File: src/rtl/demux_deser_pkg.sv
// Shared definitions for the serial-to-parallel demux receiver.
package demux_pkg;

  localparam int unsigned WIDTH_DEF = 16;
  localparam int unsigned SEL_W_DEF = 4;

  typedef enum logic {
    FILL = 1'b0,
    HOLD = 1'b1
  } state_t;

  function automatic logic [WIDTH_DEF-1:0] onehot(input logic [SEL_W_DEF-1:0] sel);
    onehot      = '0;
    onehot[sel] = 1'b1;
  endfunction

endpackage

File: src/rtl/demux_deser_if.sv
// Handshake bundle between the serial source, the receiver and the word consumer.
interface demux_deser_if
  import demux_pkg::*;
#(
  parameter int unsigned WIDTH = WIDTH_DEF,
  parameter int unsigned SEL_W = SEL_W_DEF
) ();

  logic             in_bit;
  logic [SEL_W-1:0] in_sel;
  logic             in_valid;
  logic             in_ready;
  logic             clear;
  logic [WIDTH-1:0] out_data;
  logic             out_valid;
  logic             out_ready;
  logic [WIDTH-1:0] fill_mask;
  logic             dup_err;

  modport master (
    output in_bit, in_sel, in_valid, clear, out_ready,
    input  in_ready, out_data, out_valid, fill_mask, dup_err
  );

  modport slave (
    input  in_bit, in_sel, in_valid, clear, out_ready,
    output in_ready, out_data, out_valid, fill_mask, dup_err
  );

endinterface

File: src/rtl/demux_deser_1to16.sv
// Select-to-one-hot decoder with enable; inverse of the mux_b position select.
module demux_1to16
  import demux_pkg::*;
#(
  parameter int unsigned WIDTH = WIDTH_DEF,
  parameter int unsigned SEL_W = SEL_W_DEF
) (
  input  logic [SEL_W-1:0] i_sel,
  input  logic             i_en,
  output logic [WIDTH-1:0] o_onehot
);

  always_comb begin
    o_onehot = '0;
    for (int unsigned i = 0; i < WIDTH; i++) begin
      o_onehot[i] = i_en && (i_sel == SEL_W'(i));
    end
  end

endmodule

File: src/rtl/demux_deser.sv
// Rebuilds a WIDTH-bit word from position-tagged serial bits; hands it off via valid/ready.
module demux_deser
  import demux_pkg::*;
#(
  parameter int unsigned WIDTH = WIDTH_DEF,
  parameter int unsigned SEL_W = SEL_W_DEF
) (
  input  logic          clk,
  input  logic          rst_n,
  demux_deser_if.slave  bus
);

  state_t           r_state;
  logic [WIDTH-1:0] r_data;
  logic [WIDTH-1:0] r_out_data;
  logic [WIDTH-1:0] r_mask;
  logic             r_dup;

  logic             w_accept;
  logic [WIDTH-1:0] w_onehot;
  logic [WIDTH-1:0] w_data_next;
  logic [WIDTH-1:0] w_mask_next;
  logic             w_dup;
  logic             w_complete;

  // clear suppresses the write strobe so the concurrent bit never lands
  assign w_accept = bus.in_valid && (r_state == FILL) && !bus.clear;

  demux_1to16 #(
    .WIDTH (WIDTH),
    .SEL_W (SEL_W)
  ) u_dec (
    .i_sel    (bus.in_sel),
    .i_en     (w_accept),
    .o_onehot (w_onehot)
  );

  assign w_data_next = (r_data & ~w_onehot) | (bus.in_bit ? w_onehot : '0);
  assign w_mask_next = r_mask | w_onehot;
  assign w_dup       = |(r_mask & w_onehot);
  assign w_complete  = w_accept && (&w_mask_next);

  always_ff @(posedge clk or negedge rst_n) begin
    if (!rst_n) begin
      r_state    <= FILL;
      r_data     <= '0;
      r_out_data <= '0;
      r_mask     <= '0;
      r_dup      <= 1'b0;
    end else begin
      r_dup <= 1'b0;
      if (bus.clear) begin
        r_state <= FILL;
        r_mask  <= '0;
      end else begin
        case (r_state)
          FILL: begin
            if (w_accept) begin
              r_data <= w_data_next;
              r_mask <= w_mask_next;
              r_dup  <= w_dup;
              if (w_complete) begin
                r_state    <= HOLD;
                r_out_data <= w_data_next;
              end
            end
          end
          HOLD: begin
            if (bus.out_ready) begin
              r_state <= FILL;
              r_mask  <= '0;
            end
          end
        endcase
      end
    end
  end

  assign bus.in_ready  = (r_state == FILL);
  assign bus.out_valid = (r_state == HOLD);
  assign bus.out_data  = r_out_data;
  assign bus.fill_mask = r_mask;
  assign bus.dup_err   = r_dup;

endmodule

File: src/flat_wrapper.sv
// flat-port wrapper written by rule: the top's interface ports become plain ports
module demux_deser_flat import demux_pkg::*;
#(
  parameter int unsigned WIDTH = WIDTH_DEF,
  parameter int unsigned SEL_W = SEL_W_DEF
)
  (clk, rst_n, bus_in_bit, bus_in_sel, bus_in_valid, bus_clear, bus_out_ready, bus_in_ready, bus_out_data, bus_out_valid, bus_fill_mask, bus_dup_err);
  demux_deser_if #(.WIDTH(WIDTH), .SEL_W(SEL_W)) bus_i ();
  input  logic clk;
  input  logic rst_n;
  input wire logic [$bits(bus_i.in_bit)-1:0] bus_in_bit;
  input wire logic [$bits(bus_i.in_sel)-1:0] bus_in_sel;
  input wire logic [$bits(bus_i.in_valid)-1:0] bus_in_valid;
  input wire logic [$bits(bus_i.clear)-1:0] bus_clear;
  input wire logic [$bits(bus_i.out_ready)-1:0] bus_out_ready;
  output wire logic [$bits(bus_i.in_ready)-1:0] bus_in_ready;
  output wire logic [$bits(bus_i.out_data)-1:0] bus_out_data;
  output wire logic [$bits(bus_i.out_valid)-1:0] bus_out_valid;
  output wire logic [$bits(bus_i.fill_mask)-1:0] bus_fill_mask;
  output wire logic [$bits(bus_i.dup_err)-1:0] bus_dup_err;
  assign bus_i.in_bit = bus_in_bit;
  assign bus_i.in_sel = bus_in_sel;
  assign bus_i.in_valid = bus_in_valid;
  assign bus_i.clear = bus_clear;
  assign bus_i.out_ready = bus_out_ready;
  assign bus_in_ready = bus_i.in_ready;
  assign bus_out_data = bus_i.out_data;
  assign bus_out_valid = bus_i.out_valid;
  assign bus_fill_mask = bus_i.fill_mask;
  assign bus_dup_err = bus_i.dup_err;
  demux_deser #(.WIDTH(WIDTH), .SEL_W(SEL_W)) u_core (.clk(clk), .rst_n(rst_n), .bus(bus_i));
endmodule
File: config.mk
export PLATFORM = sky130hd
export DESIGN_NAME = demux_deser_flat
export DESIGN_NICKNAME = d
export VERILOG_FILES = /design/src/rtl/demux_deser_pkg.sv /design/src/rtl/demux_deser_if.sv /design/src/rtl/demux_deser_1to16.sv /design/src/rtl/demux_deser.sv /design/src/flat_wrapper.sv
export SDC_FILE = /design/constraint.sdc
export NUM_CORES = 1
export LEC_CHECK = 0
export CAP_MARGIN = 20
export CELL_PAD_IN_SITES_DETAIL_PLACEMENT = 1
export CELL_PAD_IN_SITES_GLOBAL_PLACEMENT = 2
export CORE_UTILIZATION = 34
export CTS_CLUSTER_SIZE = 20
export DETAILED_ROUTE_END_ITERATION = 7
export GPL_TIMING_DRIVEN = 1
export PLACE_DENSITY_LB_ADDON = 0.2
export SLEW_MARGIN = 20
export SYNTH_ARGS = -nofsm -noshare
export SYNTH_HDL_FRONTEND = slang
export SYNTH_SLANG_ARGS = --single-unit
File: constraint.sdc
create_clock -name clk -period 3 [get_ports clk]
set_clock_uncertainty 0.15 [all_clocks]
set_input_delay 0.6 -clock clk [delete_from_list [all_inputs] [get_ports clk]]
set_output_delay 0.6 -clock clk [all_outputs]
set_load 0.03 [all_outputs]
Yosys cells after proc, flatten, opt, wreduce, memory -nomap -nowiden
Index checks and enable logic that the tools add are counted.
{"block": "totals", "register_bits": 50, "latchBits": 0, "ramBits": 0, "romBits": 0, "inputBits": 10, "out_inout_bits": 35, "word_cells": 68, "memories": 0}
{"block": "op_classes", "n_addsub": 0, "multipliers": 0, "div": 0, "order_cmp": 0, "eq_ne": 17, "shifts": 0, "muxes": 13, "bitwise": 7, "reduce_logical": 26}
{"op": "16-bit two-way mux", "count": 4}
{"op": "16-bit bitwise AND", "count": 2}
{"op": "4-bit equality test, second input constant", "count": 8}
{"op": "16-bit OR", "count": 2}
{"op": "16-bit case mux with 2 select lines", "count": 1}
{"op": "1-bit logical AND", "count": 19}
{"op": "4-bit by 3-bit equality test with 1-bit output, second input constant", "count": 4}
{"op": "16-bit inverter", "count": 1}
{"op": "16-bit AND reduction", "count": 1}
{"op": "16-bit OR reduction", "count": 1}
{"op": "4-bit by 2-bit equality test with 1-bit output, second input constant", "count": 2}
{"op": "1-bit two-way mux", "count": 7}
{"op": "4-bit by 1-bit equality test with 1-bit output, second input constant", "count": 1}
{"op": "4-bit logical NOT", "count": 1}
{"op": "4-bit AND reduction", "count": 1}
{"op": "3-bit by 2-bit != test with 1-bit output, second input constant", "count": 1}
{"op": "3-bit != test, second input constant", "count": 1}
{"op": "3-bit AND reduction", "count": 1}
{"op": "1-bit inverter", "count": 2}
{"op": "1-bit case mux with 2 select lines", "count": 1}
{"op": "2-bit AND reduction", "count": 1}
{"op": "1-bit logical NOT", "count": 1}

Logic depth before layout (Yosys ltp)
Gate-level depths: netlist (run 1).
{"block": "logic_depth", "depth_word": 11, "ltp_mapped": 7, "ltp_nobuf": 5}

By module
A second synthesis (run 1) with hierarchy kept.
{"block": "hier_totals", "hier_cells": 203, "area_unflattened_um2": 2374.8}
{"mod": "demux_deser", "instances": 1, "cells_each": 180, "area_per_inst_um2": 2257.2, "seq_area_each_um2": 1251.2}
{"mod": "demux_1to16", "instances": 1, "cells_each": 23, "area_per_inst_um2": 117.6, "seq_area_each_um2": 0.0}

Least setup slack after synthesis (run 1)
OpenSTA, ideal clock, no wires.
{"block": "synth_timing", "path_kind": "input port to flip-flop", "start": "input bus_clear", "end": "register u_core.r_out_data[10], in the netlist u_core.bus.out_data[10]", "setup_ps": 125, "arrival_time_ps": 2453, "required_ps": 2725, "setup_slack_ps": 272, "cell_stages": 6, "path_buffers": 1, "path_cell_list": "or3b_4 nor4_4 o221ai_2 a2111oi_4 buf_8 mux2_4"}
{"block": "synth_between", "elab_chain_cells": 7, "word_cells_on_any_way": 27, "cone_classes": "mux (1); bitwise (5); reduce/logical (21)"}
{"element": "from (decl)", "line_no": "flat_wrapper.sv:14", "source": "input wire logic [$bits(bus_i.clear)-1:0] bus_clear;"}
{"element": "1-bit logical NOT", "line_no": "demux_deser.sv:27", "source": "assign w_accept = bus.in_valid && (r_state == FILL) && !bus.clear;"}
{"element": "1-bit logical AND", "line_no": "demux_deser.sv:27"}
{"element": "1-bit logical AND", "line_no": "demux_deser_1to16.sv:16", "source": "o_onehot[i] = i_en && (i_sel == SEL_W'(i));"}
{"element": "16-bit OR", "line_no": "demux_deser.sv:39", "source": "assign w_mask_next = r_mask | w_onehot;"}
{"element": "16-bit AND reduction", "line_no": "demux_deser.sv:41", "source": "assign w_complete = w_accept && (&w_mask_next);"}
{"element": "1-bit logical AND", "line_no": "demux_deser.sv:41"}
{"element": "4-bit AND reduction (no line)"}
{"element": "to (signal assigned)", "line_no": "demux_deser.sv:64", "source": "r_out_data <= w_data_next;"}
{"element": "to (decl)", "line_no": "demux_deser.sv:15", "source": "logic [WIDTH-1:0] r_out_data;"}
Several ways; a longest one is shown, not always the timed one.
A chain may end at the register's enable or synchronous reset.

Worst setup path after layout (run 1)
{"block": "layout_timing", "start": "input bus_in_sel[2]", "end": "register u_core.r_out_data[6], in the netlist u_core.bus.out_data[6]"}
{"block": "layout_between", "elab_chain_cells": 6, "word_cells_on_any_way": 40, "cone_classes": "eq/ne (15); mux (1); bitwise (4); reduce/logical (20)"}
{"element": "from (decl)", "line_no": "flat_wrapper.sv:12", "source": "input wire logic [$bits(bus_i.in_sel)-1:0] bus_in_sel;"}
{"element": "4-bit by 1-bit equality test with 1-bit output, or another cell as far along", "line_no": "demux_deser_1to16.sv:16"}
{"element": "1-bit logical AND", "line_no": "demux_deser_1to16.sv:16"}
{"element": "16-bit OR", "line_no": "demux_deser.sv:39"}
{"element": "16-bit AND reduction", "line_no": "demux_deser.sv:41"}
{"element": "1-bit logical AND", "line_no": "demux_deser.sv:41"}
{"element": "4-bit AND reduction (no line)"}
Several ways; a longest one is shown, not always the timed one.

==> impl_metrics.ini, run 1 <==
[floorplan]
core.rowCount = 30
core_sq_mm = 0.00694
die_area_sq_mm = 0.00771
initial_core_util_pct = 36.1
die_h_um = 87.8
io-pin-count = 45
die-width_um = 87.8

[synth]
ys_async_sr_fraction_pct = 100
synthesis.nets = 219
synth-seq-cells = 50
ys_warn_count = 0
avgSynthCellArea_sq_um = 12.0
ys_seq_area_share_pct = 50.0
ys.flop_type = dfrtp_1
yosys.cell_types.count = 46
synth.largest_area_cell = dfrtp_1
synth_area_leaders = dfrtp_1 (50%), mux2_2 (11%), mux2_4 (5.4%)
yosys.area.top_type_share_pct = 50.0
synth_area_sq_mm = 0.00250
synthCells = 209
synth-edff-count = 0

[timing]
hold_slack_ns = 0.232
period_needed_ns = 2.85
setup_tns_ns = 0
setup_viol = 0
layout_setup_ws_ns = 0.154
period_share_pct = 94.9
rsz0062_at_grt = false
final_hold_viol_count = 0
fmax_mhz = 351
max_slew_margin_pct = 57.8
slew_violations = 0
tightest_slew_ns = 0.633

[global_routing]
grt_usage_pct = 17.6
grt_pass1_wl_um = 10200
antenna_found_initial = 0
grt_overflow = 0
grt_max_degree = 51
grt_pass1_vias = 1935

[layout]
final_area_sq_mm = 0.00327
final_layout_size_suffix_gt1_share_pct = 28.8
syn2layout_area_growth_pct = 30.7
seqCellArea_sq_mm = 0.00125
final.fill_count = 781
finalCoreUtilization_pct = 47.1
layout_commonest_cell = dfrtp_1
multi_input_area_sq_mm = 0.00112
final_cell_mix = dfrtp_1 (50), clkdlybuf4s50_1 (43), nand2_1 (31)
nNetsFinal = 283
fin_cells = 370
diodes = 0

[cts]
cts_root_buf = clkbuf_8
clockBufferDepth = 2
htree_levels = 2
numCtsBuffers = 5
tritoncts_num_sinks = 50
clk-insertion-delay-late_ns = 0.31
cts_setup_buffers = 0
clkSlewWorstSetupHoldPaths_ns = 0.10
cts_resized = 0
cts_tree = done
ctsHoldBuffers = 0

[place]
gp_congestion = 0.813
place_hpwl_um = 4530
dp_cells = 362
port_buffers = 44
pre_cts_ws_ns = -0.169
placed_cell_area_sq_mm = 0.00315

[job]
drv_cap = 0

[status]
status = finished, final reports clean

[route]
drt-initial-drc-count = 87
drt-vias-per-instance = 4.96
drc_errors = 0
wl_per_cell_um = 16.6
firstDrtPassIters = 4
wl_um = 6140
vias = 1836
final_antenna_net_count = 0

[setup_path]
crit_path_frequent_cell = buf_4
cpLargestDelayFamily = buffers and inverters
start_kind = input pin
crit_buf_inv = 3
slowest_stage = clkdlybuf4s50_1
slowest_delay_ns = 0.47
critPathRequiredTime_ns = 3.05
crit_type = in -> reg
worstPathCellList = clkdlybuf4s50_1 -> buf_4 -> and2b_1 -> o21ai_0 -> a221o_1 -> a2111oi_4 -> buf_4 -> mux2_4
end_kind = flop
arrival_ns = 2.90
path_max_fanout = 7

[power_and_ir_drop]
powerDensity_mw_per_mm2 = 430
ir_worst_vdd_mv = 0.230
p_total_mw = 1.41
p_leak_nw = 1.41

[worst_hold_path]
hp-class = in -> async
## cell type report
cell class                      count  area share, %
Clock buffer                        5           2.10
Multi-Input combinational cell    140           34.4
Tap cell                           96           3.67
Timing Repair Buffer               68           19.2
Clock inverter                      3           1.49
Sequential cell                    50           38.2
Inverter                            8          0.918
## worst register-to-register path, cell delays in order, from the launching register on
cell	delay [ns]
dfrtp_1	0.45
or3b_4	0.46
nor4_4	0.27
o221ai_2	0.16
a2111oi_4	0.39
buf_4	0.24
mux2_4	0.31
## where the power goes
| group | switching [mW] | leakage (nW) | internal [mW] | total, mW |
|---|---|---|---|---|
| registers | 0.0134 | 0.679 | 0.718 | 0.731 |
| logic | 0.0877 | 0.678 | 0.0808 | 0.169 |
| clock network | 0.254 | 0.0563 | 0.255 | 0.508 |
| total | 0.355 | 1.41 | 1.05 | 1.41 |
## kinds of logic (layout without fill, tap and decap cells)
family,count (synthesis),count (layout),share of synthesized area (%)
compound gates,32,32,10.4
mux,37,37,18.8
simple gates,71,71,15.7
buf+inv,19,84,5.10
flops,50,50,50.0
## path summary, 6_finish.rpt
kind	slack (ns)	to	cells after the start	start
worst max-delay path	0.15	u_core.bus.out_data[6]	8	bus_in_sel[2]
worst min-delay path	0.23	u_core.bus.out_data[9]	2	rst_n
worst max register to register	0.47	u_core.bus.out_data[6]	6	u_core.bus.out_valid
worst min register to register	0.35	u_core.r_data[1]	1	u_core.r_data[1]
max in group asynchronous	2.05	u_core.bus.fill_mask[7]	2	rst_n
min in group clk	0.35	u_core.r_data[1]	1	u_core.r_data[1]
## flip-flops by register name, indices dropped and copies added, names as in the netlist
signal	flops
u_core.bus.fill_mask	16
u_core.bus.out_data	16
u_core.bus.out_valid	1
u_core.bus.dup_err	1
u_core.r_data	16
## layer usage
layer	vias up	track usage (%)	part of all wire, %
met2	35	28.0	47
met4	0	4.92	1.0
met5	-	0	0
li1	861	-	-
met3	7	3.30	3.4
met1	933	24.3	49
## cell usage after synthesis, types with 2 or more instances
cell      count
a22oi_1       3
mux4_2        2
a21o_1        4
nand3_1       3
nor2b_1       5
nand2b_1      2
dfrtp_1      50
a41oi_1       3
a21boi_0      5
a21oi_1       4
buf_6         4
and2b_1       3
inv_1         8
o21a_1        3
and2_2        2
nand4_1       2
a221o_1       2
nand2_1      31
clkbuf_1      4
nor3b_1       3
o21ai_0       2
mux2_4        9
mux2_2       25
nor2_1        8
No activity file was read; power rests on OpenSTA's default activity.
==> run 2, diff against run 1 <==
ABC_AREA = 0   (was not set)
SETUP_SLACK_MARGIN = 0.5   (was not set)
==> impl_metrics.ini, run 2 (synthesized netlist as in run 1, its figures left out) <==
[layout]
syn2layout_area_growth_pct = 32.9
multi_input_area_sq_mm = 0.00119
final.fill_count = 760
nNetsFinal = 287
final_cell_mix = dfrtp_1 (49), clkdlybuf4s50_1 (37), nand2_1 (30)
diodes = 0
layout_commonest_cell = dfrtp_1
final_layout_size_suffix_gt1_share_pct = 34.5
seqCellArea_sq_mm = 0.00125
fin_cells = 374

[timing]
tightest_slew_ns = 0.544
layout_setup_ws_ns = 0.518
hold_slack_ns = 0.0425
fmax_mhz = 403
period_needed_ns = 2.48
final_hold_viol_count = 0
period_share_pct = 82.7
setup_viol = 0
max_slew_margin_pct = 63.6
slew_violations = 0
rsz0062_at_grt = true

[setup_path]
path_max_fanout = 7
crit_type = reg -> reg
end_kind = flop
critPathRequiredTime_ns = 3.04
arrival_ns = 2.52
start_kind = flop

[global_routing]
grt_usage_pct = 18.2
grt_overflow = 0
grt_pass1_vias = 2040
antenna_found_initial = 0
grt_pass1_wl_um = 10600
grt_max_degree = 35

[route]
drt-vias-per-instance = 4.94
drc_errors = 0
final_antenna_net_count = 0
wl_um = 6390
drt-initial-drc-count = 86
vias = 1846
wl_per_cell_um = 17.1
firstDrtPassIters = 4

[cts]
tritoncts_num_sinks = 50
htree_levels = 2
cts_root_buf = clkbuf_8
clockBufferDepth = 2
ctsHoldBuffers = 0
clk-insertion-delay-late_ns = 0.31
cts_tree = done
numCtsBuffers = 5
clkSlewWorstSetupHoldPaths_ns = 0.10

[place]
port_buffers = 44
place_hpwl_um = 4570
dp_cells = 361
pre_cts_ws_ns = -0.218
gp_congestion = 0.770

[floorplan]
io-pin-count = 45
die-width_um = 87.8
initial_core_util_pct = 36.1
core.rowCount = 30
die_area_sq_mm = 0.00771
core_sq_mm = 0.00694
die_h_um = 87.8

[status]
status = finished, final reports clean

[power_and_ir_drop]
p_leak_nw = 1.45
powerDensity_mw_per_mm2 = 399
ir_worst_vdd_mv = 0.194

[job]
drv_cap = 0

[worst_hold_path]
hp-class = in -> async
## run 2: per-stage QoR
step,area [sq um],setup TNS [ns],util (%),total power [mW]
floorplan,2510,0,-,0.841
global placement,3130,-2.64,45.1,0.910
detailed placement,3130,-3.03,45.1,0.917
CTS,3310,0,47.6,1.34
global route,3330,0,47.9,1.39
finish,3330,0,47.9,1.33
## run 2: report_power, final
part / internal [mW] / switching, mW / leakage (nW) / total [mW]
sequential: 0.718 / 0.0142 / 0.677 / 0.732
combinational: 0.0810 / 0.0926 / 0.723 / 0.174
clock: 0.173 / 0.247 / 0.0467 / 0.420
## run 2: what timing repair did
action                     4_1_cts  5_1_grt
setup endpoints to repair       17       16
setup buffers                    4        0
pin swaps                        7        5
cloned                           1        0
resized for setup               38       11
## run 2: layer usage
layer  vias up  routed length [um]  GRT usage [%]
li1        877                   -              -
met1       925                2960           24.3
met2        35                3120           30.4
met3         9                 227           3.20
met4         0                  88           5.51
met5         -                   0              0
## run 2: final timing paths
path / cells past startpoint / slack, ns / from / end
setup / recovery: 7 / 0.52 / u_core.bus.out_valid / u_core.bus.out_data[5]
hold / removal: 1 / 0.04 / rst_n / u_core.bus.out_data[8]
setup reg to reg: 7 / 0.52 / u_core.bus.out_valid / u_core.bus.out_data[5]
hold reg to reg: 1 / 0.35 / u_core.r_data[6] / u_core.r_data[6]
max in group asynchronous: 2 / 1.84 / rst_n / u_core.bus.out_valid
min in group clk: 1 / 0.35 / u_core.r_data[6] / u_core.r_data[6]
## run 2: area by class of cell
| type | instances | area share, % |
|---|---|---|
| tap | 96 | 3.61 |
| clock buffer | 5 | 2.07 |
| sequential | 50 | 37.6 |
| clock inverter | 3 | 0.827 |
| inverter | 8 | 0.903 |
| multi-input combinational | 140 | 35.7 |
| timing repair buffer | 72 | 19.3 |
## run 2: worst max-delay path, cell delays in order (launching register included)
cell and delay, ns:
dfrtp_2 0.45, or3b_4 0.45, a211oi_2 0.20, o221ai_2 0.16, a2111oi_4 0.33, buf_4 0.20, buf_8 0.15, mux2_4 0.30
